File: src/rtl/pipe_dmem_resp.sv
// Data-memory responder for the pipelined CPU's M stage: fixed-latency load/store with a
// one-cycle ready pulse, error flag for illegal addresses and a combinational pipeline stall.
module pipe_dmem_resp #(
    parameter int DEPTH_LOG2 = 5,
    parameter int LATENCY    = 2
) (
    input  logic        clock,
    input  logic        reset,
    input  logic        req,
    input  logic        we,
    input  logic [31:0] addr,
    input  logic [31:0] din,
    output logic [31:0] dout,
    output logic        ready,
    output logic        err,
    output logic        stall,
    output logic [15:0] acc_cnt
);

    localparam int DEPTH = 1 << DEPTH_LOG2;

    typedef enum logic [1:0] {
        IDLE = 2'd0,
        WAIT = 2'd1,
        RESP = 2'd2
    } state_t;

    state_t             state_r;
    state_t             state_s;
    logic [3:0]         cnt_r;
    logic               we_r;
    logic [31:0]        addr_r;
    logic [31:0]        din_r;
    logic [31:0]        dout_r;
    logic               ready_r;
    logic               err_r;
    logic [15:0]        acc_cnt_r;
    logic [31:0]        mem_r [0:DEPTH-1];

    logic               latch_s;
    logic               access_s;
    logic               acc_we_s;
    logic [31:0]        acc_addr_s;
    logic [31:0]        acc_din_s;
    logic               legal_s;
    logic [DEPTH_LOG2-1:0] idx_s;

    // Word-aligned and inside the memory window.
    function automatic logic addr_legal(input logic [31:0] a);
        return (a[1:0] == 2'b00) && ((a >> (DEPTH_LOG2 + 2)) == 32'd0);
    endfunction

    // With LATENCY=1 the access happens on the accepting edge, so the live inputs are used.
    always_comb begin
        if (state_r == IDLE) begin
            acc_we_s   = we;
            acc_addr_s = addr;
            acc_din_s  = din;
        end else begin
            acc_we_s   = we_r;
            acc_addr_s = addr_r;
            acc_din_s  = din_r;
        end
    end

    assign legal_s = addr_legal(acc_addr_s);
    assign idx_s   = acc_addr_s[DEPTH_LOG2+1:2];

    // Next-state and access-edge decode.
    always_comb begin
        state_s  = state_r;
        latch_s  = 1'b0;
        access_s = 1'b0;
        case (state_r)
            IDLE: begin
                if (req) begin
                    latch_s = 1'b1;
                    if (LATENCY == 1) begin
                        state_s  = RESP;
                        access_s = 1'b1;
                    end else begin
                        state_s = WAIT;
                    end
                end else begin
                    state_s = IDLE;
                end
            end
            WAIT: begin
                if (cnt_r == 4'd1) begin
                    state_s  = RESP;
                    access_s = 1'b1;
                end else begin
                    state_s = WAIT;
                end
            end
            RESP: begin
                state_s = IDLE;
            end
            default: begin
                state_s = IDLE;
            end
        endcase
    end

    // Control state, latched request and registered outputs.
    always_ff @(posedge clock) begin
        if (reset) begin
            state_r   <= IDLE;
            cnt_r     <= 4'd0;
            we_r      <= 1'b0;
            addr_r    <= 32'd0;
            din_r     <= 32'd0;
            dout_r    <= 32'd0;
            ready_r   <= 1'b0;
            err_r     <= 1'b0;
            acc_cnt_r <= 16'd0;
        end else begin
            state_r <= state_s;
            if (latch_s) begin
                we_r   <= we;
                addr_r <= addr;
                din_r  <= din;
                cnt_r  <= 4'(LATENCY - 1);
            end else if (state_r == WAIT) begin
                cnt_r <= cnt_r - 4'd1;
            end
            ready_r <= access_s;
            err_r   <= access_s & ~legal_s;
            if (access_s && legal_s && !acc_we_s) begin
                dout_r <= mem_r[idx_s];
            end
            if (access_s) begin
                acc_cnt_r <= acc_cnt_r + 16'd1;
            end
        end
    end

    // Storage array; contents survive reset, but reset blocks a pending write.
    always_ff @(posedge clock) begin
        if (!reset && access_s && legal_s && acc_we_s) begin
            mem_r[idx_s] <= acc_din_s;
        end
    end

    assign dout    = dout_r;
    assign ready   = ready_r;
    assign err     = err_r;
    assign acc_cnt = acc_cnt_r;
    assign stall   = req & ~ready_r;

endmodule
File: config.mk
export PLATFORM = sky130hd
export DESIGN_NAME = pipe_dmem_resp
export DESIGN_NICKNAME = d
export VERILOG_FILES = /design/src/rtl/pipe_dmem_resp.sv
export SDC_FILE = /design/constraint.sdc
export NUM_CORES = 1
export LEC_CHECK = 0
export CAP_MARGIN = 20
export CORE_MARGIN = 3
export CORE_UTILIZATION = 46
export CTS_CLUSTER_SIZE = 8
export DETAILED_ROUTE_END_ITERATION = 10
export PLACE_DENSITY = 0.63
export SLEW_MARGIN = 5
export SYNTH_ARGS = -nofsm -noshare
export SYNTH_HDL_FRONTEND = slang
export SYNTH_SLANG_ARGS = --single-unit
File: constraint.sdc
create_clock -name clock -period 4.78 [get_ports clock]
set_input_delay 1.434 -clock clock [delete_from_list [all_inputs] [get_ports clock]]
set_output_delay 1.434 -clock clock [all_outputs]
set_load 0.01 [all_outputs]
After elaboration in Yosys (flattened, before gate mapping)
Memory sizes are Yosys's and may differ from the RTL's. A register that Yosys moved wholly into a read port is not among the register bits.
Index checks and enable logic that the tools add are counted.

word-level totals
  register bits after elaboration = 89
  RAM bits = 1024
  input bits = 68
  output and inout bits = 51
  logic and storage cells = 45
  memories = 1

memories
  memory  words  width  rd ports  clocked after memory_dff  wr ports  RTL line  source
  mem_r   32     32     1         1                         1         38        logic [31:0] mem_r [0:DEPTH-1];

cells by class
  $add $sub $neg = 2
  eq/ne operators = 2
  muxes and demuxes = 14
  bitwise logic cells = 4
  reduce and logical (&&, ||, !) cells = 13

operator list
  operator                                                                count
  32-bit 2-to-1 mux                                                       2
  32-bit zero test                                                        1
  16-bit by 1-bit adder with 16-bit output (second input constant)        1
  1-bit 2-to-1 mux                                                        10
  1-bit logical AND                                                       6
  4-bit by 1-bit equality test with 1-bit output (second input constant)  1
  2-bit zero test                                                         2
  2-bit case mux with 2 select lines                                      1
  4-bit by 1-bit subtractor with 4-bit output (second input constant)     1
  1-bit bitwise AND                                                       2
  2-bit by 1-bit equality test with 1-bit output (second input constant)  1
  1-bit zero test                                                         2
  2-bit 2-to-1 mux                                                        1
  1-bit inverter                                                          2
  2-bit nonzero test                                                      1
  2-bit OR reduction                                                      1

Logic depth before layout (Yosys ltp)
  word-level depth = 8
  mapped depth = 10

Worst setup path after synthesis
OpenSTA, ideal clock, no wires.

  kind = input port to flip-flop
  start = in addr[2]
  end = mem mem_r[12][0] (enable)
  setup time = 0.421 ns
  arrival = 4.284 ns
  data required time = 4.359 ns
  slack = 0.075 ns
  stages = 7
  cells stage by stage = or4_1 o31ai_2 buf_6 buf_4 buf_2 nand4_1 nor2_1

on the way
  word-level cells in the longest chain between the ends = 1

ends and longest elaborated chain
  element            RTL line  source
  start, declared    11        input logic [31:0] addr,
  32-bit 2-to-1 mux  55        if (state_r == IDLE) begin
  end, declared      38

Every way passes these cells.

Worst setup path in the final report
  start = in req
  end = out stall

on the way
  word-level cells in the longest chain between the ends = 1

ends and longest elaborated chain
  element            RTL line  source
  start, declared    9         input logic req,
  1-bit bitwise AND  149       assign stall = req & ~ready_r;
  end, declared      16        output logic stall,

Every way passes these cells.

==> impl_results.md <==
* Status: finished clean
* Post-synthesis async set-or-reset flop share at 0%
* Initial antenna violation count at 1
* R2R Setup Slk at 1.12 ns
* Fmax at around 240 MHz
* Worst-Margin Slew at approximately 1 ns
* Worst setup EP type: primary output
* RSZ-0062 raised after global routing: false
* Top cells by count, synth: edfxtp_1 (1024), a22oi_1 (182), a221oi_1 (166), a22o_1 (166), nand2_1 (151)
* Sw power at 5.41 mW
* Synth Register Bits at roughly 1100
* Row count at 110
* Maximum root-to-sink buffer count at 3
* CTS Buf Count at ~160
* Core Region at 90700 sq um
* Worst hold endpoint: din_r[25]$_SDFFE_PP0P_
* Fin. Hold Viols at 0
* Max cap viols at 0
* Die area at 95700 sq um
* PortBufs at 118
* Worst r2r dst: dout[1]$_SDFFE_PP0P_
* Setup violations, final at 0
* WHS Path Cells at 2
* Synth cell types at 46
* Ports at 119
* Die height at 309 microns
* Routed wire length at 117 mm
* Combinational share of power at 7.9%
* Setup Skew at between 0.02 and 0.03 ns
* DR WL/cell at 28.8 microns
* Cell Area, Synth at 42300 sq um
* Crit start category: input port
* Placer Congestion at 0.821
* Root buffer cell: clkbuf_16
* Clk pin slew, worst setup/hold paths at 0.05 ns
* Post-route DRC at 0
* Fin crit share at 86.8%
* Number of global-route vias before repair at between 20000 and 30000
* Final TNS setup at 0 ns
* Worst EP arrival at 2.71 ns
* Slew headroom at 33.9%
* Switching Share at a little under a quarter
* Sequential area share after synthesis at 78.3%
* Data required, critical path at 3.35 ns
* Overall Power at 23.5 mW
* Worst IR drop on VDD at around 340 uV
* Predominant post-synthesis flop cell: edfxtp_1
* CTS tree: done
* Hold_sp: din_r[25]$_SDFFE_PP0P_
* CTS sink cnt at around 1100
* Power Density at 464 nW/um^2
* Area contributors post-synth: edfxtp_1 (73%), dfxtp_1 (5.7%), a221oi_1 (3.4%)
* Fill cells at just under 7000
* NumNets Final at 2829
* Largest net degree at the start of global routing at 85
* Leakage at 16.2 nW
* Area Growth Syn to Fin at 19.6%
* Syn Inst Count at 2531
* Vias post-DR at 25600
* H-Tree Depth at 4
* Post_cts resized at 0
* Hold Buf Count CTS at 0
* Worst Setup Path Type: input port to primary output
* Post-synth EDFFs at 1024
* Initial Util at 46.7%
* Count leader, synth: edfxtp_1
* Violation count after the first detailed-route iteration at 3326
* Reg power frac at between 40% and 50%
* Ys Warns at 0
* DR vias/cell at ~6.3
* Internal Power at 18.1 mW
* Share of cells above drive strength 1 at a little over an eighth
* Worst-Skew Late Latency at about 0.74 ns
* Hold Path Class: register to register
* First-pass GRT wire length at between 150 and 200 mm
* Reg2reg start: state_r[1]$_SDFF_PP0_
* Synth Net Count at 2602
* GRT Residual Overflow at 0
* Post-DP HPWL at 65.1 mm
* Syn avg cell area at 16.7 sq um
* Worst Path Max Fanout at 4
* Setup Buffers After CTS at 0
* Slew Limit Fails at 0
* R2R depth at 7
* Antenna Nets Post-Route at 0
* Post-layout min period at 4.15 ns
* Drt first pass iters at 6
* Clock group share of total power at 44.5%
* Die Width at 309 microns
* Cell taking the most area after synthesis: edfxtp_1
* Synth top area share at 72.6%
* All-Layer GR Usage at 24.6%
==> how the worst max path moves through the flow <==
stage               startpoint                      to  slack [ns]  cells after the start
floorplan              addr[2]  mem_r[12][0]$_DFFE_PP_        0.07                      7
global placement       addr[4]    dout[1]$_SDFFE_PP0P_        0.47                      8
detailed placement     addr[3]    dout[0]$_SDFFE_PP0P_        0.39                     10
CTS                        req                   stall        0.63                      3
global route               req                   stall        0.59                      3
finish                     req                   stall        0.63                      3
==> registers in the layout, indices dropped and copies added, names as in the netlist <==
register,count
err,1
we_r,1
dout,32
mem_r,1024
addr_r,32
cnt_r,4
acc_cnt,16
ready,1
state_r,2
din_r,32
==> kinds of logic after synthesis <==
logic type      synth area share (%)
buf+inv                         2.35
compound gates                  14.1
fa+ha+maj                     0.0887
mux                            0.978
simple gates                    3.91
xor+xnor                       0.248
flops                           78.3
==> placed cells by master (no fill, tap or decap), types with 4 or more instances in the layout <==
cell	n
nand2_1	146
and3_1	17
a22o_1	166
dfxtp_1	121
nor4_1	28
a211oi_1	18
nor2_1	42
o21ai_0	4
buf_12	53
xor2_1	9
inv_6	5
nor3_1	21
nor2_4	33
mux2_2	35
or3_1	4
nand4_1	14
o22ai_1	83
clkbuf_1	109
nand3_1	35
clkbuf_16	161
nand2_2	5
edfxtp_1	1024
nand2b_1	5
a21oi_1	101
clkinv_8	5
a32oi_1	15
clkdlybuf4s50_1	117
buf_4	76
a221oi_1	166
a31oi_1	30
a22oi_1	182
o21bai_1	16
==> routing by layer <==
| layer | GRT usage, % | vias to the layer above | share of wire [%] |
|---|---|---|---|
| met5 | 0 | - | 0.0060 |
| met4 | 9.00 | 2 | 3.1 |
| met3 | 4.66 | 242 | 9.0 |
| met2 | 39.6 | 1304 | 48 |
| met1 | 33.6 | 13100 | 40 |
| li1 | - | 11000 | - |
==> power by group through the flow <==
| stage | combinational, mW | sequential [mW] | clock (mW) |
|---|---|---|---|
| 6_report | 1.87 | 11.2 | 10.5 |
| 5_1_grt | 2.00 | 11.2 | 11.0 |
| 3_3_place_gp | 1.81 | 11.4 | 0 |
| 4_1_cts | 1.86 | 11.2 | 10.6 |
| 3_5_place_dp | 1.85 | 11.4 | 0 |
| 2_1_floorplan | 1.16 | 11.3 | 0 |
==> worst max-delay path: stages <==
cell and delay (ns):
clkdlybuf4s50_1 0.59, nor2b_1 0.16, clkdlybuf4s50_1 0.54
==> through the flow <==
stage | area (sq um) | cells | util [%] | worst slack [ns] | hold slack (ns)
2_1_floorplan | 42300 | 2531 | - | 0.0746 | 0.434
3_3_place_gp | 45900 | 3770 | 50.6 | 0.472 | 0.439
3_5_place_dp | 45900 | 3770 | 50.6 | 0.387 | 0.446
4_1_cts | 50600 | 4057 | 55.8 | 0.633 | 0.454
5_1_grt | 50600 | 4058 | 55.8 | 0.593 | 0.467
6_report | 50600 | 4059 | 55.8 | 0.631 | 0.451
==> layout make-up <==
cell class | count | area [sq um] | area share (%)
flip-flops and latches | 1145 | 33200 | 65.5
multi-input cells | 1202 | 8490 | 16.8
clock buffers | 271 | 4450 | 8.79
repair buffers | 246 | 2800 | 5.53
well taps | 1176 | 1470 | 2.91
clock inverters | 16 | 253 | 0.499
inverters | 2 | 7.51 | 0.0148
diodes | 1 | 2.50 | 0.00494
(Power assumes the default switching activity.)
